## config.mk

```make
export PLATFORM = sky130hd
export DESIGN_NAME = program_sequencer
export DESIGN_NICKNAME = d
export VERILOG_FILES = /design/src/rtl/program_sequencer.sv
export SDC_FILE = /design/constraint.sdc
export NUM_CORES = 1
export LEC_CHECK = 0
export CAP_MARGIN = 20
export CORE_UTILIZATION = 50
export DETAILED_ROUTE_END_ITERATION = 8
export DONT_BUFFER_PORTS = 1
export GPL_ROUTABILITY_DRIVEN = 0
export HOLD_SLACK_MARGIN = 0.05
export PLACE_DENSITY = 0.63
export SLEW_MARGIN = 20
export SYNTH_ARGS = -nofsm -noshare
export SYNTH_HDL_FRONTEND = slang
export SYNTH_SLANG_ARGS = --single-unit
```

## constraint.sdc

```tcl
create_clock -name clock -period 4.6 [get_ports clock]
set_clock_uncertainty 0.15 [all_clocks]
set_input_delay 0.92 -clock clock [delete_from_list [all_inputs] [get_ports clock]]
set_output_delay 0.92 -clock clock [all_outputs]
set_load 0.01 [all_outputs]
```

## src/rtl/program_sequencer.sv

```systemverilog
`timescale 1ns/1ps
// Program launch sequencer: reset pulse, program copy, settle, run, then halt/done.
// Optional RUN watchdog is enabled by defining PROG_SEQ_WATCHDOG_EN.
module program_sequencer #(
    parameter int CLEAR_CYCLES    = 4,
    parameter int SETTLE_CYCLES   = 2,
    parameter int COPY_TIMEOUT    = 1024,
    parameter int WATCHDOG_CYCLES = 1000000
) (
    input  logic        clock,
    input  logic        reset_n,
    input  logic [4:0]  req,
    input  logic        copy_ack,
    input  logic        cpu_halt,
    output logic [31:0] program_selector,
    output logic        cpu_reset,
    output logic        cpu_stall,
    output logic [2:0]  active_prog,
    output logic [2:0]  state,
    output logic [31:0] run_cycles,
    output logic        error,
    output logic        timeout
);

    typedef enum logic [2:0] {
        S_IDLE   = 3'd0,
        S_CLEAR  = 3'd1,
        S_COPY   = 3'd2,
        S_SETTLE = 3'd3,
        S_RUN    = 3'd4,
        S_DONE   = 3'd5,
        S_ERROR  = 3'd6
    } state_t;

    state_t      state_reg;
    logic [4:0]  req_q;
    logic [31:0] cnt_reg;
    logic [31:0] selector_reg;
    logic        cpu_reset_reg;
    logic        cpu_stall_reg;
    logic [2:0]  active_prog_reg;
    logic [31:0] run_cycles_reg;
    logic        error_reg;

    logic [4:0]  rise;
    logic [2:0]  launch_id;
    logic        accept;
    logic [31:0] run_inc;

    assign rise = req & ~req_q;

    // Descending scan so the lowest rising bit has the final say.
    always_comb begin
        launch_id = 3'd0;
        for (int i = 4; i >= 0; i--) begin
            if (rise[i]) begin
                launch_id = 3'(i + 1);
            end
        end
    end

    assign accept = (|rise) && ((state_reg == S_IDLE) || (state_reg == S_RUN) ||
                                (state_reg == S_DONE) || (state_reg == S_ERROR));

    assign run_inc = (run_cycles_reg == 32'hFFFF_FFFF) ? run_cycles_reg : run_cycles_reg + 32'd1;

`ifdef PROG_SEQ_WATCHDOG_EN
    logic timeout_reg;
    assign timeout = timeout_reg;
`else
    logic unused_watchdog;
    assign unused_watchdog = ^32'(WATCHDOG_CYCLES);
    assign timeout = 1'b0;
`endif

    always_ff @(posedge clock or negedge reset_n) begin
        if (!reset_n) begin
            state_reg       <= S_IDLE;
            req_q           <= 5'b11111;
            cnt_reg         <= 32'd0;
            selector_reg    <= 32'd0;
            cpu_reset_reg   <= 1'b0;
            cpu_stall_reg   <= 1'b1;
            active_prog_reg <= 3'd0;
            run_cycles_reg  <= 32'd0;
            error_reg       <= 1'b0;
`ifdef PROG_SEQ_WATCHDOG_EN
            timeout_reg     <= 1'b0;
`endif
        end else begin
            // Edges seen while busy are consumed here and never queued.
            req_q <= req;
            if (accept) begin
                state_reg       <= S_CLEAR;
                cnt_reg         <= 32'd0;
                selector_reg    <= 32'd0;
                cpu_reset_reg   <= 1'b1;
                cpu_stall_reg   <= 1'b1;
                active_prog_reg <= launch_id;
                run_cycles_reg  <= 32'd0;
                error_reg       <= 1'b0;
`ifdef PROG_SEQ_WATCHDOG_EN
                timeout_reg     <= 1'b0;
`endif
            end else begin
                case (state_reg)
                    S_CLEAR: begin
                        if (cnt_reg == 32'(CLEAR_CYCLES - 1)) begin
                            state_reg     <= S_COPY;
                            cnt_reg       <= 32'd0;
                            cpu_reset_reg <= 1'b0;
                            selector_reg  <= {29'd0, active_prog_reg};
                        end else begin
                            cnt_reg <= cnt_reg + 32'd1;
                        end
                    end
                    S_COPY: begin
                        if (copy_ack) begin
                            state_reg    <= S_SETTLE;
                            cnt_reg      <= 32'd0;
                            selector_reg <= 32'd0;
                        end else if (cnt_reg == 32'(COPY_TIMEOUT - 1)) begin
                            state_reg    <= S_ERROR;
                            cnt_reg      <= 32'd0;
                            selector_reg <= 32'd0;
                            error_reg    <= 1'b1;
                        end else begin
                            cnt_reg <= cnt_reg + 32'd1;
                        end
                    end
                    S_SETTLE: begin
                        if (cnt_reg == 32'(SETTLE_CYCLES - 1)) begin
                            state_reg     <= S_RUN;
                            cnt_reg       <= 32'd0;
                            cpu_stall_reg <= 1'b0;
                        end else begin
                            cnt_reg <= cnt_reg + 32'd1;
                        end
                    end
                    S_RUN: begin
                        run_cycles_reg <= run_inc;
                        if (cpu_halt) begin
                            state_reg     <= S_DONE;
                            cpu_stall_reg <= 1'b1;
                        end
`ifdef PROG_SEQ_WATCHDOG_EN
                        // run_cycles doubles as the watchdog count; halt takes priority.
                        else if (run_cycles_reg == 32'(WATCHDOG_CYCLES - 1)) begin
                            state_reg     <= S_DONE;
                            cpu_stall_reg <= 1'b1;
                            timeout_reg   <= 1'b1;
                        end
`endif
                    end
                    default: begin
                    end
                endcase
            end
        end
    end

    assign state            = state_reg;
    assign program_selector = selector_reg;
    assign cpu_reset        = cpu_reset_reg;
    assign cpu_stall        = cpu_stall_reg;
    assign active_prog      = active_prog_reg;
    assign run_cycles       = run_cycles_reg;
    assign error            = error_reg;

endmodule

```

## Word-level counts from Yosys, hierarchy flattened

Index checks and enable logic that the tools add are counted.

- Register bits: 110
- Bits of input ports: 9
- Output and inout bits: 74
- Word-level logic and storage cells: 87

- Add/sub/neg operators: 2
- Equality and inequality tests: 16
- Multiplexer cells: 37
- Bitwise operators: 2
- Reduce and logical (&&, ||, !) cells: 21

Operators with widths:

| cell | number |
|---|---|
| 32-bit 2-to-1 mux | 12 |
| 32-bit one-hot mux with 3 select lines | 1 |
| 32-bit by 1-bit adder with 32-bit output (second input constant) | 2 |
| 32-bit one-hot mux with 2 select lines | 1 |
| 3-bit 2-to-1 mux | 11 |
| 32-bit by 1-bit == test with 1-bit output (second input constant) | 1 |
| 32-bit by 10-bit == test with 1-bit output (second input constant) | 1 |
| 32-bit by 2-bit == test with 1-bit output (second input constant) | 1 |
| 32-bit == test (second input constant) | 1 |
| 3-bit one-hot mux with 4 select lines | 1 |
| 1-bit 2-to-1 mux | 10 |
| 2-bit nonzero test | 5 |
| 3-bit == test (second input constant) | 3 |
| 3-bit != test (second input constant) | 3 |
| 3-bit AND reduction | 3 |
| 3-bit by 2-bit == test with 1-bit output (second input constant) | 2 |
| 3-bit nonzero test | 2 |
| 5-bit AND | 1 |
| 5-bit NOT | 1 |
| 5-bit AND reduction | 1 |
| 5-bit nonzero test | 1 |
| 5-bit OR reduction | 1 |
| 4-bit != test (second input constant) | 1 |
| 2-bit AND reduction | 2 |
| 8 further kinds | 10 |

## Logic depth before layout (Yosys ltp)

Gate-level depths: netlist (run 1).

- Depth in word-level cells: 7
- Mapped depth: 9
- Depth with buffers taken out: 7

## Least setup slack after synthesis (run 1)

Ideal clock, no wire load.

- Path type: input -> register
- Start point: input port req[0]
- End point: register run_cycles_reg[27], in the netlist run_cycles[27]
- Library setup time: 0.123 ns
- Data arrival time: 2.702 ns
- Required time: 4.327 ns
- Path slack: 1.626 ns
- Stages on the path: 6
- Path buffers: 0
- Cells stage by stage: nor2b_1 -> nor3_1 -> a31o_1 -> or4_1 -> or4_1 -> mux2i_1

- Longest elaborated chain between the ends: 5
- Elaborated cells between the ends (all ways): 7
- Those cells by class: eq/ne (1); mux (1); bitwise (1); reduce/logical (4)

RTL lines:

| element | line | RTL |
|---|---|---|
| start: declaration | 12 | `input logic [4:0] req,` |
| 5-bit AND (*) | 50 | `assign rise = req & ~req_q;` |
| 5-bit OR reduction (*) | 62 | `assign accept = (\|rise) && ((state_reg == S_IDLE) \|\| (state_reg == S_RUN) \|\|` |
| 1-bit logical AND (*) | 62 |  |
| 2-bit != test (no source line) or 2-bit nonzero test (tied branches) | -- |  |
| 2-bit AND reduction (no source line) | -- |  |
| end signal: assignment | 141 | `run_cycles_reg <= run_inc;` |
| end: declaration | 42 | `logic [31:0] run_cycles_reg;` |

Every way passes the cells marked *; elsewhere a longest branch is shown, timed or not.
A chain may end at the register's enable or synchronous reset.

## Worst setup path after layout (run 1)

- Start point: input port req[0]
- End point: register cnt_reg[17]

- Longest elaborated chain between the ends: 4
- Elaborated cells between the ends (all ways): 5
- Those cells by class: mux (1); bitwise (1); reduce/logical (3)

RTL lines:

| element | line | RTL |
|---|---|---|
| 5-bit AND (*) | 50 |  |
| 5-bit OR reduction (*) | 62 |  |
| 1-bit logical AND (*) | 62 |  |
| 4-bit nonzero test (no source line) or 32-bit 2-to-1 mux (tied branches) | -- |  |
| end signal: assignment | 114 | `cnt_reg <= cnt_reg + 32'd1;` |
| end signal: assignment | 128 | `cnt_reg <= cnt_reg + 32'd1;` |
| end signal: assignment | 137 | `cnt_reg <= cnt_reg + 32'd1;` |
| end: declaration | 37 | `logic [31:0] cnt_reg;` |

Marked as above.

==> results of run 1 <==
==> path summary, 6_finish.rpt <==
kind | from | endpoint | slack, ns
max | req[0] | cnt_reg[17]$_DFFE_PN0P_ | 1.41
min | reset_n | program_selector[1]$_DFFE_PN0P_ | 0.09
max reg2reg | req_q[0]$_DFF_PN1_ | cnt_reg[17]$_DFFE_PN0P_ | 1.52
min reg2reg | cnt_reg[31]$_DFFE_PN0P_ | cnt_reg[31]$_DFFE_PN0P_ | 0.43
max in group asynchronous | reset_n | cpu_stall$_DFFE_PN1P_ | 4.02
min in group clock | req[2] | req_q[2]$_DFF_PN1_ | 0.40
==> area by class of cell <==
type                            instances  area share
Multi-Input combinational cell        465       0.510
Sequential cell                        81       0.382
Tap cell                              133      0.0313
Clock buffer                           10      0.0240
Inverter                               31      0.0219
Clock inverter                          6      0.0155
Timing Repair Buffer                   11      0.0155
==> critical path, delay by kind of cell <==
family          cells  cell delay, ns
simple gates        4            1.54
compound gates      2            0.61
buf+inv             1            0.22
==> cell usage in the layout, fill, tap and decap left out, types with 6 or more instances in the layout <==
master    count
o211ai_1     10
a31oi_1      22
nor2b_1       7
or3_1         9
inv_1        31
nand2b_1     15
o21ai_1      12
or4_1        17
buf_4        11
nand4_1      36
o22ai_1      19
o31ai_1      18
dfrtp_1      75
nand3_1      41
o21ai_0      10
conb_1       30
nor2_1       29
dfstp_2       6
clkbuf_8      9
nor4_1       17
and3_1       12
nor3_1       18
nand2_1      63
mux2i_1       7
a21oi_1      28
==> synth_stat cells (19+ instances only) <==
cell / count / area (sq um)
nand3_1: 41 / 205
clkbuf_1: 24 / 90.1
o22ai_1: 19 / 119
nand4_1: 36 / 225
nor2_1: 29 / 109
nand2_1: 63 / 236
inv_1: 31 / 116
a21oi_1: 28 / 140
a31oi_1: 22 / 138
dfrtp_1: 75 / 1880
buf_4: 32 / 240
==> layer usage <==
metal,up-vias,GRT usage
met3,24,0.0292
li1,2208,-
met4,0,0.0986
met2,132,0.405
met5,-,0
met1,2229,0.330
==> per-stage QoR <==
stage          worst slack [ns]  power (mW)  utilization
6_report                   1.41        2.47        0.542
5_1_grt                    1.20        2.64        0.542
4_1_cts                    1.42        2.48        0.542
2_1_floorplan              1.63        1.62            -
3_3_place_gp               1.14        1.88        0.521
3_5_place_dp               1.06        1.91        0.521
==> cells by family (layout without fill, tap and decap cells) <==
group,count (synthesis),in the layout,synth area share
buffers and inverters,92,58,0.0948
adder cells (fa/ha/maj),3,3,0.00737
other,1,30,0.000736
AND/OR/NAND/NOR,281,281,0.299
AO/OA/AOI/OAI,144,144,0.185
multiplexers,7,7,0.0138
flip-flops,81,81,0.400
==> power groups by stage <==
stage	registers [mW]	clock network, mW	logic (mW)
global route	0.941	0.610	1.09
floorplan	0.881	0	0.740
CTS	0.926	0.579	0.970
finish	0.925	0.566	0.978
global placement	0.937	0	0.943
detailed placement	0.939	0	0.968
==> key figures, run 1 <==
Floorplanning
  • Initial Util: 0.519
  • Die W: 103 um
  • Rows: 36
  • Core Region: 9820 sq um
  • Die Y: 103 um
  • Num ports: 83
  • Die area: 10600 sq um

Power
  • Peak VDD IR: 257 uV
  • Power per cell area: 464 nW/um^2
  • P_int: 1.39 mW
  • Clock network power share: 0.229
  • Psw: 1.08 mW
  • Switching share of total power: 0.437
  • Flop pwr share: 0.375
  • Comb power frac: 0.396
  • LEAKAGE: approximately 2 nW

Route
  • Via density: 6.23
  • Starting DRT DRC Count: 330
  • Routed wl met2: 5990 um
  • Routed len/inst: 17.1 um
  • Met1 Wirelength: 5720 um
  • Final WL: roughly 13000 um
  • Vias post-DR: between 4000 and 5000
  • Top routing layer in use: met4
  • Met3 wire len: ~590 um
  • DRC viols: 0
  • Detailed-router iteration count before antenna repair: 5
  • Final antenna-violating net count: 0

Synth
  • Synth async-reset ratio: 1.00
  • Ys flop type: dfrtp_1
  • Count of mapped cells out of synthesis: 609
  • Seq/Total Area, Yosys: 0.400
  • Synth warn: 0
  • Count of cell types in the netlist: 57
  • Mean Syn Cell Area: 8.36 sq um
  • EDFF count, synth: 0
  • Register bit total from synthesis: 81
  • Area of the mapped netlist: 5090 sq um

Clocking
  • TritonCTS clock tree: done
  • Worst-Skew Late Latency: roughly 0.36 ns
  • H-tree Lvls: 3
  • CTS Sinks: a little over 80
  • Clk slew on worst S/H paths: 0.08 ns
  • PostCTS Resize Cnt: 0
  • # hold bufs at CTS: 0
  • Setup Fix Bufs, Post-CTS: 0
  • Clock buffer count from CTS: 9
  • Clock tree buffer depth: 2
  • Clock root buffer: clkbuf_8

Worst setup path
  • Worst EP arrival: 3.30 ns
  • Crit. End Element: flop
  • Crit-path cells: nor2b_1 > nor3_1 > a21oi_4 > nor3_2 > nand2_1 > buf_4 > o311ai_1
  • CP Max Fanout: 20
  • Setup CP Type: input pin to flop
  • Critical Path RT: 4.70 ns
  • Reg2Reg Depth: 7
  • Setup crit start kind: input pin
  • CP max stage cell: nor3_1
  • Critical Path Max Stage Delay: 0.62 ns

STA
  • Worst Tran Pin Value: 1.08 ns
  • Fmax: 0.313 GHz
  • Final hold vios: 0
  • Final Hold Slack: ~0.094 ns
  • Post-route setup TNS: 0 ns
  • Final setup vio count: 0
  • RSZ-0062 raised after global routing: no
  • Final period util: 0.694
  • Rel. slew slack: 0.272
  • Clock period minus worst slack: 3.19 ns
  • Max Transition Viols Final: 0

Layout
  • Layout Area Growth over Synthesis: 4.57%
  • Final cell count without fillers: 737
  • Fin area: 5330 sq um
  • Final #Nets: 611
  • Register cell area after layout: 2030 sq um
  • Multi-input logic area: between 2000 and 3000 sq um
  • Layout cells sized above 1: 0.0695
  • Fillers: roughly 920
  • # diodes: 0

Global routing
  • Vias in the first global route: 4149
  • Initial antenna violation count: 0
  • Largest net degree at the start of global routing: 82
  • GRT Total Usage: 0.246
  • Remaining Overflow, GRT: 0
  • First-pass GRT wire length: 20200 um

Run status
  • Outcome: completed

Placed design
  • Dpl cells: 721
  • DP HPWL: 8590 um
  • Port bufs: 0
  • Placed instance area: 5110 sq um

Min path
  • Hold Path Class: input pin to asynchronous set/reset pin

Flow run
  • Max-Cap Viols: 0
Note: power is estimated with default switching activity, not from simulation.
==> run 2, diff against run 1 <==
Clock period 4.6 ns to 3.3 ns, I/O delays scaled along.
==> run 2 against run 1 <==
  * Sequential share of layout area decreased by 0.78 points
  * Critical path depth decreased by 1
  * Setup slack got worse by 0.97 ns
  * Total power increased by 42%
  * Final cell count is 1.5% higher
  * Sequential cell count unchanged
  * Register-to-register slack worse by 1.1 ns
  * Routed wire length grew 0.71%
  * Clock-buffer cell count unchanged
  * Die area unchanged
  * Critical endpoint is now run_cycles[27]$_DFFE_PN0P_
  * Largest cell class unchanged
  * Highest routed layer unchanged
==> key figures, run 2 (synthesized netlist as in run 1, its figures left out) <==
STA
  • Max Transition Viols Final: 0
  • Clock period minus worst slack: 2.86 ns
  • Post-route setup TNS: 0 ns
  • Final period util: 0.866
  • Worst Tran Pin Value: 0.797 ns
  • Rel. slew slack: 0.465
  • Final setup vio count: 0
  • Final hold vios: 0
  • Final worst slack: between 0.4 and 0.5 ns
  • RSZ-0062 raised after global routing: no
  • Fmax: roughly 0.35 GHz

Clocking
  • Clk slew on worst S/H paths: 0.09 ns
  • H-tree Lvls: 3
  • Clock buffer count from CTS: 9
  • CTS Sinks: 81
  • Clock tree buffer depth: 2
  • TritonCTS clock tree: done
  • Clock root buffer: clkbuf_8
  • Worst-Skew Late Latency: roughly 0.35 ns
  • Setup Fix Bufs, Post-CTS: 0
  • PostCTS Resize Cnt: 0

Power
  • P_int: 1.98 mW
  • Peak VDD IR: 494 uV
  • Switching share of total power: 0.437
  • Psw: 1.54 mW
  • Comb power frac: 0.412
  • Clock network power share: 0.231
  • Flop pwr share: 0.357
  • LEAKAGE: roughly 2.1 nW
  • Power per cell area: 647 nW/um^2

Global routing
  • Largest net degree at the start of global routing: 82
  • Initial antenna violation count: 0
  • Remaining Overflow, GRT: 0
  • First-pass GRT wire length: 20200 um
  • GRT Total Usage: 0.242
  • Vias in the first global route: 4120

Flow run
  • Max-Cap Viols: 0

Floorplanning
  • Core Region: a little under 10000 sq um
  • Rows: 36
  • Die W: 103 um
  • Num ports: between 80 and 90
  • Initial Util: 0.519
  • Die Y: 103 um
  • Die area: 10600 sq um

Route
  • Detailed-router iteration count before antenna repair: 5
  • Final WL: 12700 um
  • Vias post-DR: 4654
  • DRC viols: 0
  • Via density: 6.22
  • Routed len/inst: around 17 um
  • Starting DRT DRC Count: around 220
  • Final antenna-violating net count: 0

Layout
  • Layout Area Growth over Synthesis: 6.76%
  • Fillers: between 900 and 1000
  • Layout cells sized above 1: 0.0862
  • Final #Nets: 622
  • Most frequent cells in the layout: dfrtp_1 (75), nand2_1 (63), nand3_1 (41)
  • Commonest non-fill, non-tap cell in the layout: dfrtp_1
  • # diodes: 0

Worst setup path
  • Setup CP Type: flop to flop
  • Crit. End Element: flop
  • Critical Path RT: 3.39 ns
  • Most used cell, CP: or4_1
  • Setup crit start kind: flop
  • CP max stage cell: or4_1
  • CP Max Fanout: 10
  • Critical Path Max Stage Delay: 0.57 ns
  • Worst EP arrival: 2.95 ns
  • Crit-path cells: nand2b_1 > a21o_1 > a31o_1 > or4_1 > or4_1 > mux2i_1

Placed design
  • Worst slack after detailed placement: just over 0.3 ns
  • Port bufs: 0
  • DP HPWL: 8620 um

Min path
  • Hold Path Class: input pin to asynchronous set/reset pin

Run status
  • Outcome: completed
==> run 2: cell count changes in the layout (fill, tap and decap cells not counted), sizes merged <==
cell      delta
clkinv       -3
buf         +11
inv          +1
clkinvlp     +2
==> run 2: critical path, delay by kind of cell (launching register included) <==
kind | cells | cell delay [ns]
AOI/OAI and AO/OA | 2 | 0.56
DFF | 1 | 0.53
muxes | 1 | 0.14
and+or+nand+nor | 3 | 1.36
==> run 2: final cells by class <==
| type | instances | area (sq um) | share of cell area |
|---|---|---|---|
| well taps | 133 | 166 | 0.0306 |
| multi-input cells | 465 | 2720 | 0.499 |
| clock buffers | 10 | 128 | 0.0235 |
| inverters | 31 | 116 | 0.0214 |
| flip-flops and latches | 81 | 2030 | 0.374 |
| clock inverters | 6 | 91.3 | 0.0168 |
| repair buffers | 22 | 185 | 0.0341 |
==> run 2: metrics by stage <==
step / instance area [sq um] / hold slack [ns] / utilization / std cells / power, mW
floorplan: 5200 / 0.214 / - / 638 / 2.26
global placement: 5190 / 0.216 / 0.529 / 731 / 2.67
detailed placement: 5190 / 0.216 / 0.529 / 731 / 2.69
CTS: 5440 / 0.0592 / 0.554 / 748 / 3.54
global route: 5440 / 0.0858 / 0.554 / 748 / 3.75
finish: 5440 / 0.0521 / 0.554 / 748 / 3.52
==> run 2: worst paths after layout <==
path | start | end | slack (ns) | cells past startpoint
hold / removal | reset_n | run_cycles[14]$_DFFE_PN0P_ | 0.05 | 1
hold reg to reg | cpu_reset$_DFFE_PN0P_ | cpu_reset$_DFFE_PN0P_ | 0.40 | 2
setup reg to reg | state[1]$_DFFE_PN0P_ | run_cycles[27]$_DFFE_PN0P_ | 0.44 | 6
max in group asynchronous | reset_n | cpu_stall$_DFFE_PN1P_ | 2.60 | 1
min in group clock | req[3] | req_q[3]$_DFF_PN1_ | 0.15 | 0
setup / recovery | state[1]$_DFFE_PN0P_ | run_cycles[27]$_DFFE_PN0P_ | 0.44 | 6
==> run 2: power groups by stage <==
stage | clock network [mW] | logic (mW) | registers [mW]
after global routing | 0.864 | 1.61 | 1.28
after global placement | 0 | 1.40 | 1.27
final | 0.812 | 1.45 | 1.26
after floorplan | 0 | 1.03 | 1.23
after CTS | 0.833 | 1.45 | 1.26
after detailed placement | 0 | 1.42 | 1.28
==> run 2: metal layers <==
| layer | part of all wire | GRT usage |
|---|---|---|
| met5 | 0 | 0 |
| met4 | 0.015 | 0.0780 |
| met3 | 0.048 | 0.0346 |
| met2 | 0.50 | 0.416 |
| met1 | 0.44 | 0.315 |
==> run 2: what timing repair did <==
item / 4_1_cts / 5_1_grt
hold buffers: 1 / 0
hold endpoints to repair: 81 / 0
endpoints found under the setup margin: 0 / 0
